### src/rtl/fft_pkg.sv
// Shared constants and helpers for the 8-point DIT FFT datapath.
// Holds the transform size, the bit-reversal lane mapping and the
// encoding of the input-reorder FSM states.
package fft_pkg;

  localparam int N_POINTS = 8;
  localparam int LOG2_N   = 3;

  // Count value of the last sample in a frame
  localparam logic [LOG2_N-1:0] LAST_CNT = 3'd7;

  // Reorder FSM encoding
  localparam logic [0:0] FILL = 1'b0;
  localparam logic [0:0] HOLD = 1'b1;

  // Reverse the three index bits: sample n lands in lane bitrev3(n)
  function automatic logic [2:0] bitrev3(input logic [2:0] idx);
    return {idx[0], idx[1], idx[2]};
  endfunction

endpackage

### src/rtl/fft_input_reorder.sv
// Input stage of the 8-point DIT FFT. Collects eight complex samples from a
// valid/ready stream into bit-reversed lanes and then presents the whole
// frame in parallel until the first butterfly stage takes it.
module fft_input_reorder
  import fft_pkg::*;
#(
  parameter int INT_WIDTH   = 8,
  parameter int FRACT_WIDTH = 8,
  parameter int DATA_WIDTH  = INT_WIDTH + FRACT_WIDTH
) (
  input  logic                           clk,
  input  logic                           rst,
  input  logic [DATA_WIDTH-1:0]          in_real,
  input  logic [DATA_WIDTH-1:0]          in_imag,
  input  logic                           in_valid,
  input  logic                           in_last,
  output logic                           in_ready,
  output logic [N_POINTS*DATA_WIDTH-1:0] out_real,
  output logic [N_POINTS*DATA_WIDTH-1:0] out_imag,
  output logic                           out_valid,
  input  logic                           out_ready,
  output logic                           frame_err
);

  logic [0:0]            state;
  logic [LOG2_N-1:0]     cnt;
  logic                  accept;
  logic [N_POINTS-1:0]   lane_sel;
  logic [DATA_WIDTH-1:0] lane_real [N_POINTS];
  logic [DATA_WIDTH-1:0] lane_imag [N_POINTS];

  // Handshake flags come straight from the state register, so in_ready has
  // no combinational dependence on out_ready
  assign in_ready  = (state == FILL);
  assign out_valid = (state == HOLD);
  assign accept    = in_valid & in_ready;

  // One-hot write enable for the lane addressed by the bit-reversed count
  always_comb begin
    lane_sel = '0;
    lane_sel[bitrev3(cnt)] = 1'b1;
  end

  // FSM and sample counter: framing is by count alone, in_last never matters here
  always_ff @(posedge clk or posedge rst) begin
    if (rst) begin
      state <= FILL;
      cnt   <= '0;
    end else begin
      case (state)
        FILL: begin
          if (accept) begin
            cnt <= cnt + 3'd1;
            if (cnt == LAST_CNT) begin
              state <= HOLD;
            end
          end
        end
        HOLD: begin
          if (out_ready) begin
            state <= FILL;
          end
        end
        default: state <= FILL;
      endcase
    end
  end

  // Lane registers only change on accepted samples, so they stay frozen in HOLD
  always_ff @(posedge clk or posedge rst) begin
    if (rst) begin
      for (int k = 0; k < N_POINTS; k++) begin
        lane_real[k] <= '0;
        lane_imag[k] <= '0;
      end
    end else begin
      for (int k = 0; k < N_POINTS; k++) begin
        if (accept && lane_sel[k]) begin
          lane_real[k] <= in_real;
          lane_imag[k] <= in_imag;
        end
      end
    end
  end

  // Sticky flag for in_last disagreeing with the sample count
  always_ff @(posedge clk or posedge rst) begin
    if (rst) begin
      frame_err <= 1'b0;
    end else if (accept && (in_last != (cnt == LAST_CNT))) begin
      frame_err <= 1'b1;
    end
  end

  // Flatten the lanes onto the parallel output buses
  for (genvar k = 0; k < N_POINTS; k++) begin : g_lane_out
    assign out_real[k*DATA_WIDTH +: DATA_WIDTH] = lane_real[k];
    assign out_imag[k*DATA_WIDTH +: DATA_WIDTH] = lane_imag[k];
  end

endmodule

### config.mk
export PLATFORM = sky130hd
export DESIGN_NAME = fft_input_reorder
export DESIGN_NICKNAME = d
export VERILOG_FILES = /design/src/rtl/fft_pkg.sv /design/src/rtl/fft_input_reorder.sv
export SDC_FILE = /design/constraint.sdc
export NUM_CORES = 1
export LEC_CHECK = 0
export ABC_AREA = 1
export BUFFER_PORTS_ARGS = -buffer_cell sky130_fd_sc_hd__buf_2
export CAP_MARGIN = 10
export CORE_MARGIN = 3
export CORE_UTILIZATION = 55
export DETAILED_ROUTE_END_ITERATION = 12
export PLACE_DENSITY_LB_ADDON = 0.25
export SETUP_SLACK_MARGIN = 0.05
export SYNTH_ARGS = -nofsm -noshare
export SYNTH_HDL_FRONTEND = slang
export SYNTH_SLANG_ARGS = --single-unit
### constraint.sdc
create_clock -name clk -period 16.2 [get_ports clk]
set_clock_uncertainty 0.2 [all_clocks]
set_input_delay 4.86 -clock clk [delete_from_list [all_inputs] [get_ports clk]]
set_output_delay 4.86 -clock clk [all_outputs]
set_load 0.01 [all_outputs]
# [Word-level counts from Yosys, hierarchy flattened]
# Cells that the tools add are included.
# W data, S select, Z words.
[totals] inputBits=37 register_bits=261 wordCells=43
[op_classes] add_sub_neg=1 magnitude_cmp=2 n_reduce_logical=11 n_eq_ne=2 n_bitwise=2 mux=6
[ops] operator="$logic_and A1 B1 Y1" count=10
[ops] operator="$lt A3 B4 Y1 const B" count=1
[ops] operator="$mux W1" count=4
[ops] operator="$add A3 B1 Y3 const B" count=1
[ops] operator="$demux W1 S3" count=1
[ops] operator="$eq A3 B3 Y1 const B" count=1
[ops] operator="$ge A3 B1 Y1 const B" count=1
[ops] operator="$pmux W1 S2" count=1
[ops] operator="$reduce_and A2 Y1" count=1
[ops] operator="$and A1 B1 Y1" count=1
[ops] operator="$ne A1 B1 Y1" count=1
[ops] operator="$not A1 Y1" count=1

# [Longest topological paths before layout]
[depth] depth_word=5 depth_mapped=8 mapped_depth_nobuf=7

# [Least setup slack after synthesis]
# OpenSTA, ideal clock, no wires.
[synth_timing] kind="input-to-reg" from="input port in_valid" to="register lane_imag, in the netlist out_imag[112]" t_arrival_ns=5.483 setup_time_ns=0.116 stages=6 path_buffers=1 required_time_ns=15.884 slack_ns=10.401 path_cell_list="inv_2 > nor2_4 > nand2_1 > clkbuf_1 > nand2_1 > nand2_1"
[synth_between] elab_chain_len=2
[synth_lines] element="start: declaration" line="fft_input_reorder.sv:15" text="input logic in_valid,"
[synth_lines] element="$and A1 B1 Y1" line="fft_input_reorder.sv:36" text="assign accept = in_valid & in_ready;"
[synth_lines] element="$logic_and A1 B1 Y1" line="fft_input_reorder.sv:78" text="if (accept && lane_sel[k]) begin"
[synth_lines] element="end signal: indexed assignment" line="fft_input_reorder.sv:80" text="lane_imag[k] <= in_imag;"
[synth_lines] element="end: declaration" line="fft_input_reorder.sv:30" text="logic [DATA_WIDTH-1:0] lane_imag [N_POINTS];"
# No other way between the ends.
# A chain may end at the register's enable or synchronous reset.

# [Worst setup path in the final report]
[layout_timing] from="input port in_valid" to="register lane_real, in the netlist out_real[66]"
[layout_between] elab_chain_len=2
[layout_lines] element="$and A1 B1 Y1" line="fft_input_reorder.sv:36"
[layout_lines] element="$logic_and A1 B1 Y1" line="fft_input_reorder.sv:78"
[layout_lines] element="end signal: indexed assignment" line="fft_input_reorder.sv:79" text="lane_real[k] <= in_real;"
[layout_lines] element="end: declaration" line="fft_input_reorder.sv:29" text="logic [DATA_WIDTH-1:0] lane_real [N_POINTS];"
# No other way between the ends.

==> impl_metrics.tcl <==
set metrics [dict create \
    synthesis.area_um2 10550 \
    grt_pass1_wl_mm 47.27 \
    utilization_pct 66.95 \
    rsz0062_at_grt "no" \
    drt_iter0_drc 659 \
    critical_path_class "primary input to register" \
    slowest_stage "nand2_1" \
    vias_per_cell 5.247 \
    final_cell_mix "nand2_1, buf_2, dfrtp_1" \
    hold_class "register to register" \
    pin_count 296 \
    drtAntennaViolNets 0 \
    p_leak_nw 7.410 \
    place_inst 1619 \
    yosysUniqueCellTypes 16 \
    yosys_warnings 0 \
    hp-start "out_real[73]$_DFFE_PP0P_" \
    track_usage_pct 28.74 \
    setup_viol 0 \
    status "finished clean" \
    grt_overflow 0 \
    dieWidth_um 144.5 \
    placed_cell_area_um2 11720 \
    cts_sinks 261 \
    layout_setup_ws_ps 9195 \
    maxSlewViolCount 0 \
    die_area_um2 20870 \
    area_delta_synth_final_pct 19.12 \
    crit_fanout 46 \
    p_total_mw 2.659 \
    drcViolationCount 0 \
    cp.required_ps 16390 \
    cts_hold_buf 0 \
    coreArea_um2 18770 \
    critical_path_arrival_ps 7200 \
    cp_common_cell "nand2_1" \
    portBuffers 295 \
    avgSynthCellArea_um2 8.984 \
    layout_commonest_cell "nand2_1" \
    place_ws_ps 8626 \
    wirelength_mm 30.47 \
    cts_buffers 26 \
    rows 50 \
    cts_tree "done" \
    worst_setup_path_end_kind "register" \
    design_area_um2 12560 \
    path_clk_slew_ps 60 \
    critPathLaunchType "primary input" \
    ys_ff_latch 261 \
    post-cts-setup-buffers 0 \
    first_pass_iters 5 \
    avgRoutedWirePerCell_um 18.31 \
    grt_pass1_vias 8432 \
    max_freq_ghz 0.1428 \
    fin_nets 1456 \
    antenna_found_initial 0 \
    syn-num-nets 1217 \
    hold_viol 0 \
    relSlewSlack_pct 20.76 \
    path_delay_family "simple AND/OR/NAND/NOR gates" \
    clk_latency_ps 520 \
    layout.cells.non_filler 1664 \
    hold_ws_ps 263.0 \
    powerDensity_nw_per_um2 211.6 \
    ys_seq_area_share_pct 61.92 \
    cp_slowest_stage_delay_ps 1030 \
    grt_max_degree 127 \
    die_y_um 144.5 \
    antennaDiodeCount 0 \
    peakVddDrop_mv 0.1077 \
    start_util_pct 56.20 \
    worstPathCellList "buf_2 > inv_2 > nor2_4 > nand2_1 > nand2_1 > nand2_1" \
    cts_resized 0 \
    gp_congestion 0.8139 \
    cts_root_buffer "clkbuf_16" \
    path_buf_inv 2 \
    min_period_ps 7005 \
    dr_total_vias 8731 \
    drive_above_1_share_pct 24.90 \
    hpwl_mm 19.52 \
    critical_path.startpoint "in_valid" \
    worstMarginPinSlew_ps 1186 \
    r2r_start "out_valid$_DFF_PP0_" \
    h-tree-depth 1 \
    setup_tns_ps 0 \
    fin_crit_sh_pct 43.24 \
    clk_path_buf_depth 3 \
    max_cap_violations 0 \
    syn_inst 1174 \
]
[synth_stat cells]
cell type / instances / area (µm²)
xor2_1: 1 / 8.760
nor2_2: 1 / 6.260
clkbuf_1: 5 / 18.77
dfrtp_1: 261 / 6531
inv_1: 14 / 52.55
nand3_1: 97 / 485.5
buf_2: 42 / 210.2
inv_2: 2 / 7.510
o21ai_0: 3 / 15.01
nand2_4: 2 / 22.52
buf_4: 17 / 127.6
buf_6: 28 / 315.3
nand2_1: 686 / 2575
nor2_4: 8 / 90.09
nand2_2: 1 / 6.260
ha_1: 6 / 75.07
[path summary, 6_finish.rpt]
check,to,slack [ps],cells after the start
setup / recovery,out_real[66]$_DFFE_PP0P_,9200,6
hold / removal,out_real[73]$_DFFE_PP0P_,260,2
max in group asynchronous,out_imag[9]$_DFFE_PP0P_,10010,3
min in group asynchronous,out_imag[106]$_DFFE_PP0P_,4280,2
hold reg to reg,out_real[73]$_DFFE_PP0P_,260,2
setup reg to reg,out_real[66]$_DFFE_PP0P_,13190,4
[registers in the layout, summed over array words and instances (netlist names)]
| name | flops |
|---|---|
| cnt | 3 |
| frame_err | 1 |
| out_imag | 128 |
| out_real | 128 |
| out_valid | 1 |
[final cells by class]
class	count	area, µm²
flip-flops and latches	261	6531
fillers	1574	6203
multi-input cells	805	3289
repair buffers	303	1536
clock buffers	41	798.3
well taps	234	292.8
inverters	16	67.56
clock inverters	4	48.80
[worst min-delay path, stage by stage (launching register included)]
cell,delay [ps]
dfrtp_1,340
nand2_1,50
nand2_1,40
[where the power goes]
group / switching (mW) / internal, mW / leakage (nW) / total, mW
registers: 0.158 / 0.940 / 3.29 / 1.10
logic: 0.615 / 0.349 / 3.70 / 0.964
clock network: 0.245 / 0.352 / 0.417 / 0.597
[cell families (layout without fill, tap and decap cells)]
kind of cell / after synthesis / count (layout) / share of synthesized area, %
flip-flops: 261 / 261 / 61.92
AND/OR/NAND/NOR: 795 / 795 / 30.20
AO/OA/AOI/OAI: 3 / 3 / 0.1423
adder cells (fa/ha/maj): 6 / 6 / 0.7117
XOR/XNOR: 1 / 1 / 0.08305
buffers and inverters: 108 / 364 / 6.939
[routing by layer]
layer	vias up	track usage [%]	wire, µm
met5	-	0	0
met4	0	8.346	837
met3	57	6.019	2561
met2	381	45.96	14490
met1	4236	40.18	12590
li1	4057	-	-
Note: power is estimated with default switching activity, not from simulation.
